## config.mk

```make
export PLATFORM = sky130hd
export DESIGN_NAME = int_to_float
export DESIGN_NICKNAME = d
export VERILOG_FILES = /design/src/rtl/fp_pkg.sv /design/src/rtl/int_to_float.sv
export SDC_FILE = /design/constraint.sdc
export NUM_CORES = 1
export LEC_CHECK = 0
export BUFFER_PORTS_ARGS = -buffer_cell sky130_fd_sc_hd__buf_2
export CORE_ASPECT_RATIO = 1.1
export CORE_MARGIN = 2
export CORE_UTILIZATION = 40
export CTS_CLUSTER_SIZE = 25
export DETAILED_ROUTE_END_ITERATION = 7
export GPL_TIMING_DRIVEN = 0
export PLACE_DENSITY = 0.65
export SETUP_SLACK_MARGIN = 0.05
export SLEW_MARGIN = 20
export SYNTH_ARGS = -nofsm -noshare
export SYNTH_HDL_FRONTEND = slang
export SYNTH_SLANG_ARGS = --single-unit
```

## constraint.sdc

```tcl
create_clock -name clk -period 3.42 [get_ports clk]
set_input_delay 0.171 -clock clk [delete_from_list [all_inputs] [get_ports clk]]
set_output_delay 0.171 -clock clk [all_outputs]
set_load 0.1 [all_outputs]
```

## src/rtl/fp_pkg.sv

```systemverilog
// Shared FP definitions: bias constants, converter state encoding and the
// round-to-nearest-even helper used by the conversion blocks.
package fp_pkg;

   localparam int unsigned FP32_BIAS       = 127;
   localparam int unsigned INT32_EXP_START = FP32_BIAS + 31;

   typedef enum logic [1:0] {
      IDLE  = 2'd0,
      NORM  = 2'd1,
      ROUND = 2'd2,
      DONE  = 2'd3
   } fsm_state_e;

   typedef struct packed {
      logic        carry;
      logic [22:0] frac;
      logic        inexact;
   } round_res_t;

   // mag must be normalised (bit 31 set); the hidden one is mag[31].
   // A carry-out means the mantissa wrapped to 1.0 and the exponent must bump.
   function automatic round_res_t round_rne(input logic [31:0] mag);
      round_res_t  r;
      logic        guard;
      logic        sticky;
      logic        up;
      logic [23:0] sum;
      guard     = mag[7];
      sticky    = |mag[6:0];
      up        = guard & (sticky | mag[8]);
      sum       = {1'b0, mag[30:8]} + {23'd0, up};
      r.carry   = sum[23];
      r.frac    = sum[22:0];
      r.inexact = guard | sticky;
      return r;
   endfunction

endpackage

```

## src/rtl/int_to_float.sv

```systemverilog
// Iterative 32-bit signed/unsigned integer to fp32 converter, one normalise
// shift per cycle, RNE rounding, valid/ready on both sides, one op in flight.
module int_to_float
   import fp_pkg::*;
(
   input  logic        clk,
   input  logic        rst_n,
   input  logic        in_valid,
   output logic        in_ready,
   input  logic [31:0] in_data,
   input  logic        in_signed,
   output logic        out_valid,
   input  logic        out_ready,
   output logic [31:0] out_data,
   output logic        out_inexact
);

   fsm_state_e  state;
   logic        sign;
   logic [31:0] mag;
   logic [7:0]  exp_q;

   logic        in_neg;
   logic [31:0] in_mag;
   round_res_t  rr;

   // 0x80000000 signed negates to itself, which is the correct magnitude.
   assign in_neg = in_signed & in_data[31];
   assign in_mag = in_neg ? (~in_data + 32'd1) : in_data;
   assign rr     = round_rne(mag);

   always_ff @(posedge clk) begin
      if (!rst_n) begin
         state       <= IDLE;
         sign        <= 1'b0;
         mag         <= '0;
         exp_q       <= '0;
         in_ready    <= 1'b0;
         out_valid   <= 1'b0;
         out_data    <= '0;
         out_inexact <= 1'b0;
      end else begin
         case (state)
            IDLE: begin
               in_ready <= 1'b1;
               if (in_valid && in_ready) begin
                  in_ready <= 1'b0;
                  sign     <= in_neg;
                  mag      <= in_mag;
                  exp_q    <= 8'(INT32_EXP_START);
                  if (in_mag == 32'd0) begin
                     out_data    <= '0;
                     out_inexact <= 1'b0;
                     out_valid   <= 1'b1;
                     state       <= DONE;
                  end else begin
                     state <= NORM;
                  end
               end
            end
            NORM: begin
               if (mag[31]) begin
                  state <= ROUND;
               end else begin
                  mag   <= {mag[30:0], 1'b0};
                  exp_q <= exp_q - 8'd1;
               end
            end
            ROUND: begin
               // Exponent tops out at 159, so the carry can never overflow.
               out_data    <= {sign, exp_q + {7'd0, rr.carry}, rr.frac};
               out_inexact <= rr.inexact;
               out_valid   <= 1'b1;
               state       <= DONE;
            end
            DONE: begin
               if (out_ready) begin
                  out_valid <= 1'b0;
                  in_ready  <= 1'b1;
                  state     <= IDLE;
               end
            end
            default: begin
               state     <= IDLE;
               in_ready  <= 1'b0;
               out_valid <= 1'b0;
            end
         endcase
      end
   end

endmodule

```

==> impl_metrics.json <==
{
  "wl_per_cell_um": 16.2,
  "wl_um": 15000,
  "ios": 72,
  "use_met1_pct": 29.8,
  "start_kind": "primary input",
  "clock_sinks": 78,
  "vdd_ir_drop_max_mv": 0.263,
  "synth-seq-cells": 78,
  "hpwl_um": 11600,
  "path_delay_family": "simple AND/OR/NAND/NOR gates",
  "coreArea_um2": 13100,
  "min_path_type": "in -> reg",
  "clk_pin_slew_ps": 60,
  "ys_types": 65,
  "crit_start": "in_data[0]",
  "whs_ps": 176,
  "max_cap_violations": 0,
  "layout.nets": 809,
  "dr.pass1.iters": 5,
  "synth-async-reset-ratio_pct": 0,
  "critPathMaxStageDelay_ps": 520,
  "hold_violations": 0,
  "reg2reg_depth": 10,
  "crit_chain": "buf_2, inv_1, ha_1, buf_2, or3b_4, nor2_2, and3_1, a211oi_1, a2111oi_1, and4_2, a41oi_4, buf_6, mux2i_1",
  "synth_edf_count": 0,
  "yosys_warnings": 0,
  "dp_slack_ps": -377,
  "cp.arrival_ps": 3410,
  "grt_pass1_vias": 4742,
  "power_uw": 3740,
  "worstPathRequired_ps": 3630,
  "synth_fp_nets": 734,
  "io_buffers": 65,
  "r2r_end": "exp_q[7]",
  "initial_core_util_pct": 40.7,
  "layout_common_cells": "nand2_1, dfxtp_1, buf_2",
  "total_leakage_power_uw": 0.00254,
  "yosysSeqAreaShare_pct": 29.3,
  "antennaDiodeCount": 0,
  "path_buf_inv": 4,
  "reg2reg_from": "state[0]",
  "clock_skew_ps": 7.93,
  "ys.flop_type": "dfxtp_1",
  "vias": 5226,
  "die_area_um2": 14300,
  "track_usage_pct": 21.1,
  "h-tree-depth": 3,
  "worstMarginPinSlew_ps": 891,
  "grt_max_degree": 12,
  "final_antenna_net_count": 0,
  "rows": 44,
  "drv_slew": 0,
  "netlist_area_um2": 5330,
  "status": "complete, no violations",
  "timing.final.ws_setup_ps": 226,
  "cp_max_fo": 10,
  "crit_cells": 13,
  "path_class": "in -> reg",
  "clockBufferDepth": 2,
  "path_common_cell": "buf_2",
  "clock_latency_ps": 340,
  "cts_tree": "done",
  "avgViaCountPerCell": 5.64,
  "cp-endpoint": "out_data[23]",
  "r2r_setup_slack_ps": 370,
  "relSlewSlack_pct": 40.6,
  "route.detailed.drc": 0,
  "grt.busiest_layer": "met2",
  "p_per_area_nw_per_um2": 608,
  "fmax_mhz": 313,
  "worstSetupEndpointType": "register",
  "cts-root-buf": "clkbuf_16",
  "numCtsBuffers": 9,
  "synth_cells": 686,
  "finalCriticalPeriod_ps": 3190,
  "area_delta_synth_final_pct": 15.5,
  "layout_commonest_cell": "nand2_1",
  "grt_pass1_wl_um": 24400,
  "globalplace.congestion": 0.884,
  "tns_ps": 0,
  "fin_crit_sh_pct": 93.4,
  "first_iter_violations": 492,
  "fillCellCount": 1338,
  "layout-drive-gt1-share_pct": 14.4,
  "met2_usage_pct": 32.4,
  "grt_remaining_overflow": 0,
  "use_met3_pct": 3.10,
  "antenna_found_initial": 0,
  "die_h_um": 125,
  "finalSetupViolations": 0,
  "syn_area_per_cell_um2": 7.77,
  "cpMaxStageDelayCell": "a2111oi_1",
  "postCtsHoldBufs": 0,
  "die_w_um": 114,
  "rsz0062_at_grt": "false"
}
-- metrics by stage --
step | std cells | instance area (um^2) | utilization (%)
finish | 926 | 6150 | 47.0
global route | 926 | 6150 | 47.0
CTS | 927 | 6140 | 46.9
detailed placement | 912 | 5850 | 44.7
global placement | 912 | 5850 | 44.7
floorplan | 686 | 5330 | -
-- per-layer routing --
| metal | wire [um] | up-vias |
|---|---|---|
| li1 | - | 2589 |
| met1 | 7170 | 2438 |
| met2 | 6660 | 182 |
| met3 | 907 | 17 |
| met4 | 244 | 0 |
| met5 | 0 | - |
-- worst register-to-register path, cell delays in order, from the launching register on --
cell and delay, ps:
dfxtp_1 390, inv_1 90, ha_1 240, clkbuf_1 230, and2_1 240, nor2_1 410
nand2_1 310, or4_1 560, nor3_1 250, xnor2_1 150, a21boi_1 70
-- registers in the layout, indices dropped and copies added (netlist names) --
register / count
sign: 1
out_data: 32
out_valid: 1
state: 2
out_inexact: 1
mag: 32
in_ready: 1
exp_q: 8
-- worst min-delay path by stage --
stage                            from           to  slack, ps  cells after the start
after floorplan           in_data[31]      mag[31]        310                      2
after global placement    out_data[4]  out_data[4]        440                      2
after detailed placement  out_data[3]  out_data[3]        450                      2
after CTS                 in_data[31]      mag[31]        170                      3
after global routing      in_data[31]      mag[31]        190                      3
final                     in_data[31]      mag[31]        180                      3
-- cell families (layout without fill, tap and decap cells) --
kind of cell | after synthesis | after routing | synth area share, %
flops | 78 | 78 | 29.3
mux | 39 | 39 | 7.40
compound gates | 147 | 147 | 19.4
fa+ha+maj | 11 | 11 | 2.58
simple gates | 288 | 288 | 26.5
buf+inv | 63 | 142 | 4.96
xor+xnor | 60 | 60 | 9.86
-- what timing repair did --
action	4_1_cts	5_1_grt
resized for setup	4	4
pin swaps	0	0
endpoints found under the setup margin	30	30
endpoints found under the hold margin	0	0
setup buffers	0	0
-- report_power, final --
| group | internal, uW | leakage (uW) | total, uW | switching [uW] |
|---|---|---|---|---|
| Clock | 527 | 0.000133 | 877 | 351 |
| Sequential | 1100 | 0.000637 | 1300 | 207 |
| Combinational | 542 | 0.00177 | 1560 | 1020 |
-- synthesized netlist by cell type, types with 2 or more instances --
library cell / count / area, um^2
a2111oi_0: 3 / 26.3
a211oi_1: 6 / 45.0
a21boi_0: 10 / 75.1
a21oi_1: 24 / 120
a311o_1: 2 / 20.0
a31oi_1: 14 / 87.6
and2_1: 5 / 31.3
and3_1: 7 / 43.8
and4_1: 4 / 35.0
buf_1: 2 / 7.51
buf_2: 4 / 20.0
buf_6: 3 / 33.8
clkbuf_1: 40 / 150
dfxtp_1: 78 / 1560
ha_1: 11 / 138
inv_1: 14 / 52.6
mux2_2: 3 / 33.8
mux2i_1: 36 / 360
nand2_1: 112 / 420
nand2b_1: 6 / 37.5
nand3_1: 29 / 145
nand4_1: 4 / 25.0
nand4b_1: 2 / 17.5
nor2_1: 52 / 195
nor2b_1: 5 / 31.3
nor3_1: 19 / 95.1
nor3_2: 3 / 30.0
nor3b_1: 3 / 22.5
nor4_1: 8 / 50.1
nor4b_1: 2 / 17.5
o2111ai_1: 2 / 17.5
o211a_1: 10 / 100
o211ai_1: 12 / 90.1
o21a_1: 3 / 22.5
o21ai_0: 33 / 165
o21ai_1: 2 / 10.0
o22ai_1: 6 / 37.5
o31ai_1: 4 / 30.0
o41ai_2: 2 / 32.5
or2_2: 4 / 25.0
or3_1: 9 / 56.3
or4_1: 6 / 45.0
or4_4: 2 / 22.5
xnor2_1: 35 / 307
xor2_1: 25 / 219
-- area by class of cell --
type                            instances  area (um^2)  area share [%]
Inverter                               14         52.6           0.854
Tap cell                              161          201            3.27
Timing Repair Buffer                   65          325            5.29
Multi-Input combinational cell        545         3530            57.5
Buffer                                 48          208            3.38
Clock buffer                           14          264            4.29
Clock inverter                          1         5.00          0.0814
Sequential cell                        78         1560            25.4
Power figures use the tool's default switching activity.
